<file path="src/rtl/nrisc_dmem_arbiter.sv">
// Two-master round-robin arbiter for the NRISC data memory with a
// variable-latency ready handshake and a per-access timeout watchdog.
module nrisc_dmem_arbiter #(
  parameter int TAM     = 16,
  parameter int ADDR_W  = 16,
  parameter int TIMEOUT = 15
) (
  input  logic              clk,
  input  logic              rst,
  input  logic              a_req,
  input  logic              a_we,
  input  logic [ADDR_W-1:0] a_addr,
  input  logic [TAM-1:0]    a_wdata,
  output logic [TAM-1:0]    a_rdata,
  output logic              a_ack,
  output logic              a_err,
  input  logic              b_req,
  input  logic              b_we,
  input  logic [ADDR_W-1:0] b_addr,
  input  logic [TAM-1:0]    b_wdata,
  output logic [TAM-1:0]    b_rdata,
  output logic              b_ack,
  output logic              b_err,
  output logic              mem_en,
  output logic              mem_we,
  output logic [ADDR_W-1:0] mem_addr,
  output logic [TAM-1:0]    mem_wdata,
  input  logic [TAM-1:0]    mem_rdata,
  input  logic              mem_ready,
  output logic              owner,
  output logic              timeout_flag
);

  localparam logic [1:0] S_IDLE = 2'd0;
  localparam logic [1:0] S_BUSY = 2'd1;
  localparam logic [1:0] S_DONE = 2'd2;
  localparam logic [7:0] TIMEOUT_C = 8'(TIMEOUT);

  logic [1:0]        state_q, state_d;
  logic              mem_we_q, mem_we_d;
  logic [ADDR_W-1:0] mem_addr_q, mem_addr_d;
  logic [TAM-1:0]    mem_wdata_q, mem_wdata_d;
  logic [TAM-1:0]    a_rdata_q, a_rdata_d;
  logic [TAM-1:0]    b_rdata_q, b_rdata_d;
  logic              owner_q, owner_d;
  logic              err_q, err_d;
  logic              flag_q, flag_d;
  logic [7:0]        cnt_q, cnt_d;
  logic              grant;

  always_comb begin
    // NOTE: every always_comb output gets a default first so no path leaves it unassigned (no latch).
    state_d     = state_q;
    mem_we_d    = mem_we_q;
    mem_addr_d  = mem_addr_q;
    mem_wdata_d = mem_wdata_q;
    a_rdata_d   = a_rdata_q;
    b_rdata_d   = b_rdata_q;
    owner_d     = owner_q;
    err_d       = err_q;
    flag_d      = flag_q;
    cnt_d       = cnt_q;
    grant       = (a_req && b_req) ? ~owner_q : b_req;

    case (state_q)
      S_IDLE: begin
        if (a_req || b_req) begin
          owner_d     = grant;
          mem_we_d    = grant ? b_we    : a_we;
          mem_addr_d  = grant ? b_addr  : a_addr;
          mem_wdata_d = grant ? b_wdata : a_wdata;
          cnt_d       = 8'd0;
          state_d     = S_BUSY;
        end
      end
      S_BUSY: begin
        if (mem_ready) begin
          err_d   = 1'b0;
          state_d = S_DONE;
          if (!mem_we_q) begin
            if (owner_q) b_rdata_d = mem_rdata;
            else         a_rdata_d = mem_rdata;
          end
        end else begin
          cnt_d = cnt_q + 8'd1;
          // Exit is guaranteed at TIMEOUT, so the counter never needs to wrap.
          if (cnt_d == TIMEOUT_C) begin
            err_d   = 1'b1;
            flag_d  = 1'b1;
            state_d = S_DONE;
            if (!mem_we_q) begin
              if (owner_q) b_rdata_d = '1;
              else         a_rdata_d = '1;
            end
          end
        end
      end
      S_DONE:  state_d = S_IDLE;
      default: state_d = S_IDLE;
    endcase
  end

  // NOTE: sequential state uses non-blocking assignments so all flops update together at the edge.
  always_ff @(posedge clk or posedge rst) begin
    if (rst) begin
      state_q     <= S_IDLE;
      mem_we_q    <= 1'b0;
      mem_addr_q  <= '0;
      mem_wdata_q <= '0;
      a_rdata_q   <= '0;
      b_rdata_q   <= '0;
      owner_q     <= 1'b1;
      err_q       <= 1'b0;
      flag_q      <= 1'b0;
      cnt_q       <= 8'd0;
    end else begin
      state_q     <= state_d;
      mem_we_q    <= mem_we_d;
      mem_addr_q  <= mem_addr_d;
      mem_wdata_q <= mem_wdata_d;
      a_rdata_q   <= a_rdata_d;
      b_rdata_q   <= b_rdata_d;
      owner_q     <= owner_d;
      err_q       <= err_d;
      flag_q      <= flag_d;
      cnt_q       <= cnt_d;
    end
  end

  // Strobe and acks decode straight from state so reset drops them immediately.
  assign mem_en       = (state_q == S_BUSY);
  assign mem_we       = mem_we_q;
  assign mem_addr     = mem_addr_q;
  assign mem_wdata    = mem_wdata_q;
  assign a_ack        = (state_q == S_DONE) && !owner_q;
  assign b_ack        = (state_q == S_DONE) &&  owner_q;
  assign a_err        = a_ack && err_q;
  assign b_err        = b_ack && err_q;
  assign a_rdata      = a_rdata_q;
  assign b_rdata      = b_rdata_q;
  assign owner        = owner_q;
  assign timeout_flag = flag_q;

endmodule
</file>
<file path="config.mk">
export PLATFORM = sky130hd
export DESIGN_NAME = nrisc_dmem_arbiter
export DESIGN_NICKNAME = d
export VERILOG_FILES = /design/src/rtl/nrisc_dmem_arbiter.sv
export SDC_FILE = /design/constraint.sdc
export NUM_CORES = 1
export LEC_CHECK = 0
export CAP_MARGIN = 10
export CORE_UTILIZATION = 42
export CTS_CLUSTER_SIZE = 12
export DETAILED_ROUTE_END_ITERATION = 10
export PLACE_DENSITY = 0.86
export SYNTH_ARGS = -nofsm -noshare
export SYNTH_HDL_FRONTEND = slang
export SYNTH_SLANG_ARGS = --single-unit
</file>
<file path="constraint.sdc">
create_clock -name clk -period 2.7 [get_ports clk]
set_input_delay 0.27 -clock clk [delete_from_list [all_inputs] [get_ports clk]]
set_output_delay 0.27 -clock clk [all_outputs]
set_load 0.02 [all_outputs]
</file>
Word level (Yosys, flattened, before mapping)

Cells that the tools add are included.

$add $sub $neg: 1
Multipliers: 0
Divide/modulo/power cells: 0
Magnitude comparators: 0
Equal/unequal tests: 6
Shift-type cells: 0
Mux-type cells: 25
Bitwise logic cells: 3
Reduce and logical (&&, ||, !) cells: 17

Operator list:

| operator            | count |
|---|---|
| $mux 16             | 14 |
| $mux 8              | 2 |
| $pmux 8 s2          | 1 |
| $add 8x1->8 const B | 1 |
| $eq 8x4->1 const B  | 1 |
| $reduce_and 4->1    | 2 |
| $mux 2              | 3 |
| $reduce_and 2->1    | 3 |
| $reduce_and 3->1    | 2 |
| $logic_and 1x1->1   | 5 |
| $mux 1              | 4 |
| $ne 2x2->1 const B  | 2 |
| $pmux 2 s2          | 1 |
| $reduce_bool 2->1   | 2 |
| $ne 3x1->1 const B  | 1 |
| $not 1->1           | 3 |
| $eq 2x1->1 const B  | 1 |
| $eq 2x2->1 const B  | 1 |
| $logic_not 2->1     | 1 |
| $logic_not 1->1     | 1 |
| $logic_or 1x1->1    | 1 |

Flip-flop bits (word level): 78
Bits in latches: 0
Bits in writable memories: 0
Memory bits (read-only): 0
Input port bits: 87
Output and inout bits: 72
Memories kept: 0

Longest topological paths before layout

Depth after elaboration: 5
Gate-level depth with buffers: 7

Worst setup path before layout

No wires, ideal clock.

Path kind: register to register
Start point: reg cnt_q[0]
End point: reg b_rdata_q[10] (netlist: b_rdata[10])
Arrival: 1.537 ns
Data required time: 2.623 ns
Setup slack: 1.086 ns
Cell stages (with the launch flop): 8
Period minus slack after synthesis: 1.614 ns
Path through: dfrtp_1 ha_1 xor2_1 nand3b_1 nor4_4 nand2_4 buf_6 a21oi_1

Longest elaborated chain between the ends: 4

Ends and longest elaborated chain:

| what                        | RTL line | text |
|---|---|---|
| start: declaration          | 48       | `logic [7:0] cnt_q, cnt_d;` |
| start signal: assignment    | 126      | `cnt_q <= cnt_d;` |
| $add 8x1->8                 | 85       | `cnt_d = cnt_q + 8'd1;` |
| $eq 8x4->1                  | 87       | `if (cnt_d == TIMEOUT_C) begin` |
| $reduce_bool 2->1 (no line) | -        |  |
| $reduce_and 4->1 (no line)  | -        |  |
| end signal: assignment      | 122      | `b_rdata_q <= b_rdata_d;` |
| end: declaration            | 44       | `logic [TAM-1:0] b_rdata_q, b_rdata_d;` |

Every way passes these cells.
A chain may end at the register's enable or synchronous reset.

Worst setup path after layout

Start point: reg owner_q (netlist: owner)
End point: out b_err

Longest elaborated chain between the ends: 2

Ends and longest elaborated chain:

| what                     | RTL line | text |
|---|---|---|
| start: declaration       | 45       | `logic owner_q, owner_d;` |
| start signal: assignment | 123      | `owner_q <= owner_d;` |
| $logic_and 1x1->1        | 136      | `assign b_ack = (state_q == S_DONE) && owner_q;` |
| $logic_and 1x1->1        | 138      | `assign b_err = b_ack && err_q;` |
| end: declaration         | 23       | `output logic b_err,` |

Every way passes these cells.

==> impl_metrics.csv <==
group,metric,value,unit
global_routing,grt_pass1_wl,15.17,mm
flow_run,drv_cap,0,
clock_tree,cts_resized,0,
yosys,ys_ff_latch,78,
yosys,synthSimpleGateAreaFrac,0.1292,
drt,postRouteWirelength,9.620,mm
yosys,synth_top_family_by_area,"compound AO/OA/AOI/OAI gates",
yosys,synth_xor_area_frac,0.009675,
drt,wl_met2,4.641,mm
drt,wl_per_cell,15.42,µm
yosys,yosys.area_share.adder,0.006911,
placed_design,numPortBuffers,158,
yosys,synthCells,361,
clock_tree,clockBufferDepth,2,
timing,period_minus_slack,2208,ps
clock_tree,clock_latency,340,ps
floorplan,dieWidth,94.85,µm
yosys,muxShareOfSynthArea,0.09122,
timing,slew_headroom,0.5794,
clock_tree,postCtsSetupBuffers,0,
floorplan,start_util,0.4363,
floorplan,fp.coreArea,8299,µm²
worst_hold_path,holdCritPathClass,"in2async",
power_and_ir_drop,power_density,990.0,nW/µm²
drt,first_iter_violations,127,
cells_and_area,layout_common_cells,"clkdlybuf4s50_1, dfrtp_1, o21ai_0, nand2_1, nor2_1",
drt,dr.pass1.iters,4,
floorplan,dieArea,8997,µm²
worst_setup_path,cp.required,2430,ps
timing,tightestPinTransition,630.1,ps
global_routing,grt_antenna_before_repair,0,
worst_setup_path,crit_type,"reg2out",
yosys,yosysWarnings,0,
global_routing,grt_overflow_total,0,
power_and_ir_drop,ir_worst_vdd,0.5889,mV
clock_tree,path_clk_slew,80,ps
worst_setup_path,start_kind,"register",
status,status,"finished clean",
yosys,syn_area,3621,µm²
drt,m1WireLength,4.011,mm
drt,viasPerCell,5.377,
cells_and_area,diodes,0,
cells_and_area,drive_gt1_frac,0.05973,
timing,fmax,0.4530,GHz
clock_tree,numCtsBuffers,9,
drt,top_layer_used,"met4",
clock_tree,clock_sinks,78,
drt,wl_met3,808,µm
timing,skew,8.094,ps
clock_tree,cts_tree,"done",
yosys,ys_types,36,
yosys,syn_nets,450,
worst_setup_path,worstSetupEndpointType,"output port",
timing,tns,0,ps
clock_tree,root_buffer,"clkbuf_8",
yosys,avgSynthCellArea,10.03,µm²
drt,drc,0,
clock_tree,cts.hold.buffers_added,0,
placed_design,gp_congestion,0.7977,
global_routing,first_global_vias,3226,
timing,slew_violations,0,
timing,setup_viol,0,
timing,post-route-period-util,0.8176,
yosys,ys_seq_area_frac,0.5394,
global_routing,grt_max_degree,42,
drt,antenna_left,0,
timing,finalHoldViolations,0,
cells_and_area,syn2layout_area_growth,49.93,%
cells_and_area,final_common_cell,"clkdlybuf4s50_1",
floorplan,die_height,94.85,µm
power_and_ir_drop,finalPower,5.375,mW
floorplan,fp-row-count,33,
worst_setup_path,arrival,1940,ps
yosys,synth_compound_area_frac,0.1773,
clock_tree,cts_max_level,3,
placed_design,hpwl,7.094,mm
power_and_ir_drop,leakage,2.303,nW
global_routing,track_usage,0.2203,
cells_and_area,nets,605,
timing,rsz0062_at_grt,"no",
drt,vias,3355,
worst_setup_path,crit_path_max_fanout,8,
floorplan,ios,159,
-- final cells by class --
| type | instances | area [µm²] |
|---|---|---|
| fillers | 663 | 2870 |
| flip-flops and latches | 78 | 1953 |
| repair buffers | 166 | 1654 |
| multi-input cells | 258 | 1523 |
| clock buffers | 12 | 145.1 |
| well taps | 105 | 131.4 |
| inverters | 3 | 12.51 |
| clock inverters | 2 | 10.01 |
-- layer usage --
metal | vias up | track usage
met1 | 1596 | 0.2734
met3 | 16 | 0.06200
met2 | 153 | 0.3651
li1 | 1590 | -
met5 | - | 0
met4 | 0 | 0.08081
-- logic make-up (layout without fill, tap and decap cells) --
family,Yosys count,after routing
AO/OA/AOI/OAI,118,118
XOR/XNOR,4,4
adder cells (fa/ha/maj),2,2
buffers and inverters,25,183
flip-flops,78,78
multiplexers,33,33
AND/OR/NAND/NOR,101,101
-- worst max-delay path, stage by stage, from the launching register on --
cell and delay (ps):
dfstp_2 650, and3b_1 200, and2_1 140, clkdlybuf4s50_1 610
-- power by group --
part	total [mW]	internal [mW]	switching, mW
Combinational	2.69	1.27	1.42
Sequential	1.95	1.61	0.337
Clock	0.733	0.347	0.386
-- worst paths after layout --
| path | startpoint | end | slack, ps | cells after the start |
|---|---|---|---|---|
| setup / recovery | owner | b_err | 490 | 3 |
| max in group asynchronous | rst | b_rdata[9] | 1620 | 3 |
| setup reg to reg | cnt_q[0] | a_rdata[13] | 730 | 6 |
| min in group clk | mem_wdata[9] | mem_wdata[9] | 480 | 2 |
| hold / removal | rst | mem_wdata[7] | 310 | 2 |
| hold reg to reg | mem_wdata[9] | mem_wdata[9] | 480 | 2 |
-- through the flow --
stage	instance area, µm²	util	hold WS (ps)	cells	worst slack [ps]
floorplan	3621	-	340.0	361	436.6
global placement	5274	0.6355	461.9	610	758.8
detailed placement	5274	0.6355	469.2	610	602.2
CTS	5429	0.6542	330.6	624	466.8
global route	5429	0.6542	378.2	624	417.2
finish	5429	0.6542	310.3	624	492.5
-- cell usage after synthesis, drive strengths merged --
library cell   n  area (µm²)
and3           2       13.77
xor2           3       26.28
ha             2       25.02
nand4          2       12.51
a31oi          3       18.77
dfstp          1       26.28
buf           13       102.6
nor3b          2       20.02
clkbuf         5       18.77
a21boi         1       7.510
o21a           1       7.510
o21ai         45       225.2
dfrtp         77        1927
inv            3       11.26
mux2i         33       330.3
o22ai         32       200.2
nand3b         1       7.510
and2           2       12.51
nor2          40       150.1
a21oi         35       175.2
o21bai         1       7.510
dlygate4sd1    4       35.03
nor4           1       21.27
nand3          4       20.02
xnor2          1       8.760
nor3           1       10.01
nand2         43       171.4
nand2b         2       20.02
and3b          1       8.760
-- flip-flops by register name, indices dropped and copies added (netlist names) --
register      cells
err_q             1
owner             1
timeout_flag      1
mem_addr         16
a_rdata          16
b_rdata          16
mem_wdata        16
mem_we            1
cnt_q             8
state_q           2
(Power assumes the default switching activity.)
==> patch: new RTL, same flow settings <==
Reset style: synchronous (`rst`), changed in one clocked block.
--- a/src/rtl/nrisc_dmem_arbiter.sv
+++ b/src/rtl/nrisc_dmem_arbiter.sv
@@ -101,7 +101,7 @@
   end
 
   // NOTE: sequential state uses non-blocking assignments so all flops update together at the edge.
-  always_ff @(posedge clk or posedge rst) begin
+  always_ff @(posedge clk) begin
     if (rst) begin
       state_q     <= S_IDLE;
       mem_we_q    <= 1'b0;
Formal check against the unedited RTL: differs if rst is asserted again (counterexample within 4 cycles, from zero or initial values and one cycle with rst high); with rst held inactive, the same outputs for 4 cycles.
==> patch against the unedited design <==
Hold slack gained 0.16 ns. Sequential share of layout area shrank 6.5 points. Synthesized area shrank 4.9%. Worst setup slack lost 0.053 ns. Cell area shrank 2.5%. Largest cell class is now multi-input combinational cells. Highest routed layer unchanged. Die area shrank 4.8%. Sequential cell count is the same. Register-to-register slack lost 0.29 ns. Critical endpoint is now a_rdata[5]. Routed wire length shrank 1.2%.
Power is not compared: it rests on default switching activity, and its combinational part moved more than twofold at a synthesized area within 25%.
==> patch: results (changes against the unedited design) <==
[metrics] status: finished, final reports clean (unchanged)
[metrics] non-clock buffer count in the final layout: 163 (was 166)
[metrics] CP delay by family, top: simple AND/OR/NAND/NOR gates (was flip-flops)
[metrics] fraction of standard cell area that is sequential: 29.5% (was 36.0%)
[metrics] grt met3 use: 5.83% (was 6.20%)
[metrics] synthesized netlist net count: 465 (was 450)
[metrics] clock network area share: 4.07% (was 2.86%)
[metrics] Inst Count DP: 613 (was 610)
[metrics] share of cells above drive strength 1: 9.49% (was 5.97%)
[metrics] number of global-route vias before repair: 3,239 (was 3,226)
[metrics] routed wire length: 9500 um (was 9620 um)
[metrics] sequential fraction of the synthesis area: 45.3% (was 53.9%)
[metrics] GPL Wtd Cong: 0.855 (was 0.798)
[metrics] delay of the slowest critical-path stage: 0.45 ns (was 0.65 ns)
[metrics] Worst Clk Skew: 0.0133 ns (was 0.00809 ns)
[metrics] Worst Path Arrival: 2.52 ns (was 1.94 ns)
[metrics] invs w/o clock: 2 (was 3)
[metrics] # fillers: 610 (was 663)
[metrics] initial DRC count: 119 (was 127)
[metrics] post-detail-place hpwl: 7090 um (about the same)
[metrics] wire length on met3: 602 um (was 808 um)
[metrics] post-detailed-route wirelength per cell: 15.1 um (was 15.4 um)
[metrics] most used flip-flop cell after synthesis: sky130_fd_sc_hd__dfxtp_1 (was sky130_fd_sc_hd__dfrtp_1)
[metrics] path category of the worst min-delay check: in -> reg (was in -> async)
[metrics] first-pass GRT wire length: 15,400 um (was 15,200 um)
[metrics] most instantiated cells after synthesis: 112 x sky130_fd_sc_hd__nor2_1, 78 x sky130_fd_sc_hd__dfxtp_1, 47 x sky130_fd_sc_hd__a211oi_1, 33 x sky130_fd_sc_hd__mux2i_1, 21 x sky130_fd_sc_hd__clkbuf_1 (was 77 x sky130_fd_sc_hd__dfrtp_1, 44 x sky130_fd_sc_hd__o21ai_0, 41 x sky130_fd_sc_hd__nand2_1, 40 x sky130_fd_sc_hd__nor2_1, 35 x sky130_fd_sc_hd__a21oi_1)
[metrics] count of cell types in the netlist: 40 (was 36)
[metrics] metal1 wirelength: 3960 um (was 4010 um)
[metrics] fraction of registers with async set or reset after synthesis: 0% (was 100%)
[metrics] met1 Track Usage GR: 27.5% (was 27.3%)
==> patch: changes by cell type after synthesis, moves of 5 or more <==
cell | unedited run | this run
sky130_fd_sc_hd__dfxtp_1 | 0 | 78
sky130_fd_sc_hd__dfrtp_1 | 77 | 0
sky130_fd_sc_hd__nor2_1 | 40 | 112
sky130_fd_sc_hd__a211oi_1 | 0 | 47
sky130_fd_sc_hd__nand2_1 | 41 | 1
sky130_fd_sc_hd__o21ai_0 | 44 | 4
sky130_fd_sc_hd__o22ai_1 | 32 | 0
sky130_fd_sc_hd__a21oi_1 | 35 | 8
sky130_fd_sc_hd__a211oi_2 | 0 | 20
sky130_fd_sc_hd__clkbuf_1 | 5 | 21
sky130_fd_sc_hd__buf_6 | 6 | 1
==> patch: metrics by stage <==
stage	area (um2)	utilization (%)
final	5290	67.5
after global routing	5290	67.5
after CTS	5290	67.5
after detailed placement	5080	64.7
after global placement	5080	64.7
after floorplan	3440	-
==> patch: logic make-up after synthesis <==
logic type / Yosys count / share of synthesized area (%)
mux: 34 / 9.92
flops: 78 / 45.3
buf+inv: 30 / 3.70
fa+ha+maj: 2 / 0.726
simple gates: 142 / 18.6
xor+xnor: 4 / 1.02
compound gates: 86 / 20.7
==> patch: path summary, 6_finish.rpt <==
check / startpoint / endpoint / slack (ns)
max: cnt_q[0] / a_rdata[5] / 0.44
min: rst / cnt_q[6] / 0.47
max reg2reg: cnt_q[0] / a_rdata[5] / 0.44
min reg2reg: mem_wdata[4] / mem_wdata[4] / 0.50
==> patch: power by group through the flow <==
stage / clock network, mW / logic [mW] / registers [mW]
after floorplan: 0 / 0.253 / 1.41
after global placement: 0 / 0.689 / 1.31
after detailed placement: 0 / 0.704 / 1.31
after CTS: 0.947 / 0.707 / 1.29
after global routing: 1.00 / 0.756 / 1.30
final: 0.935 / 0.702 / 1.29
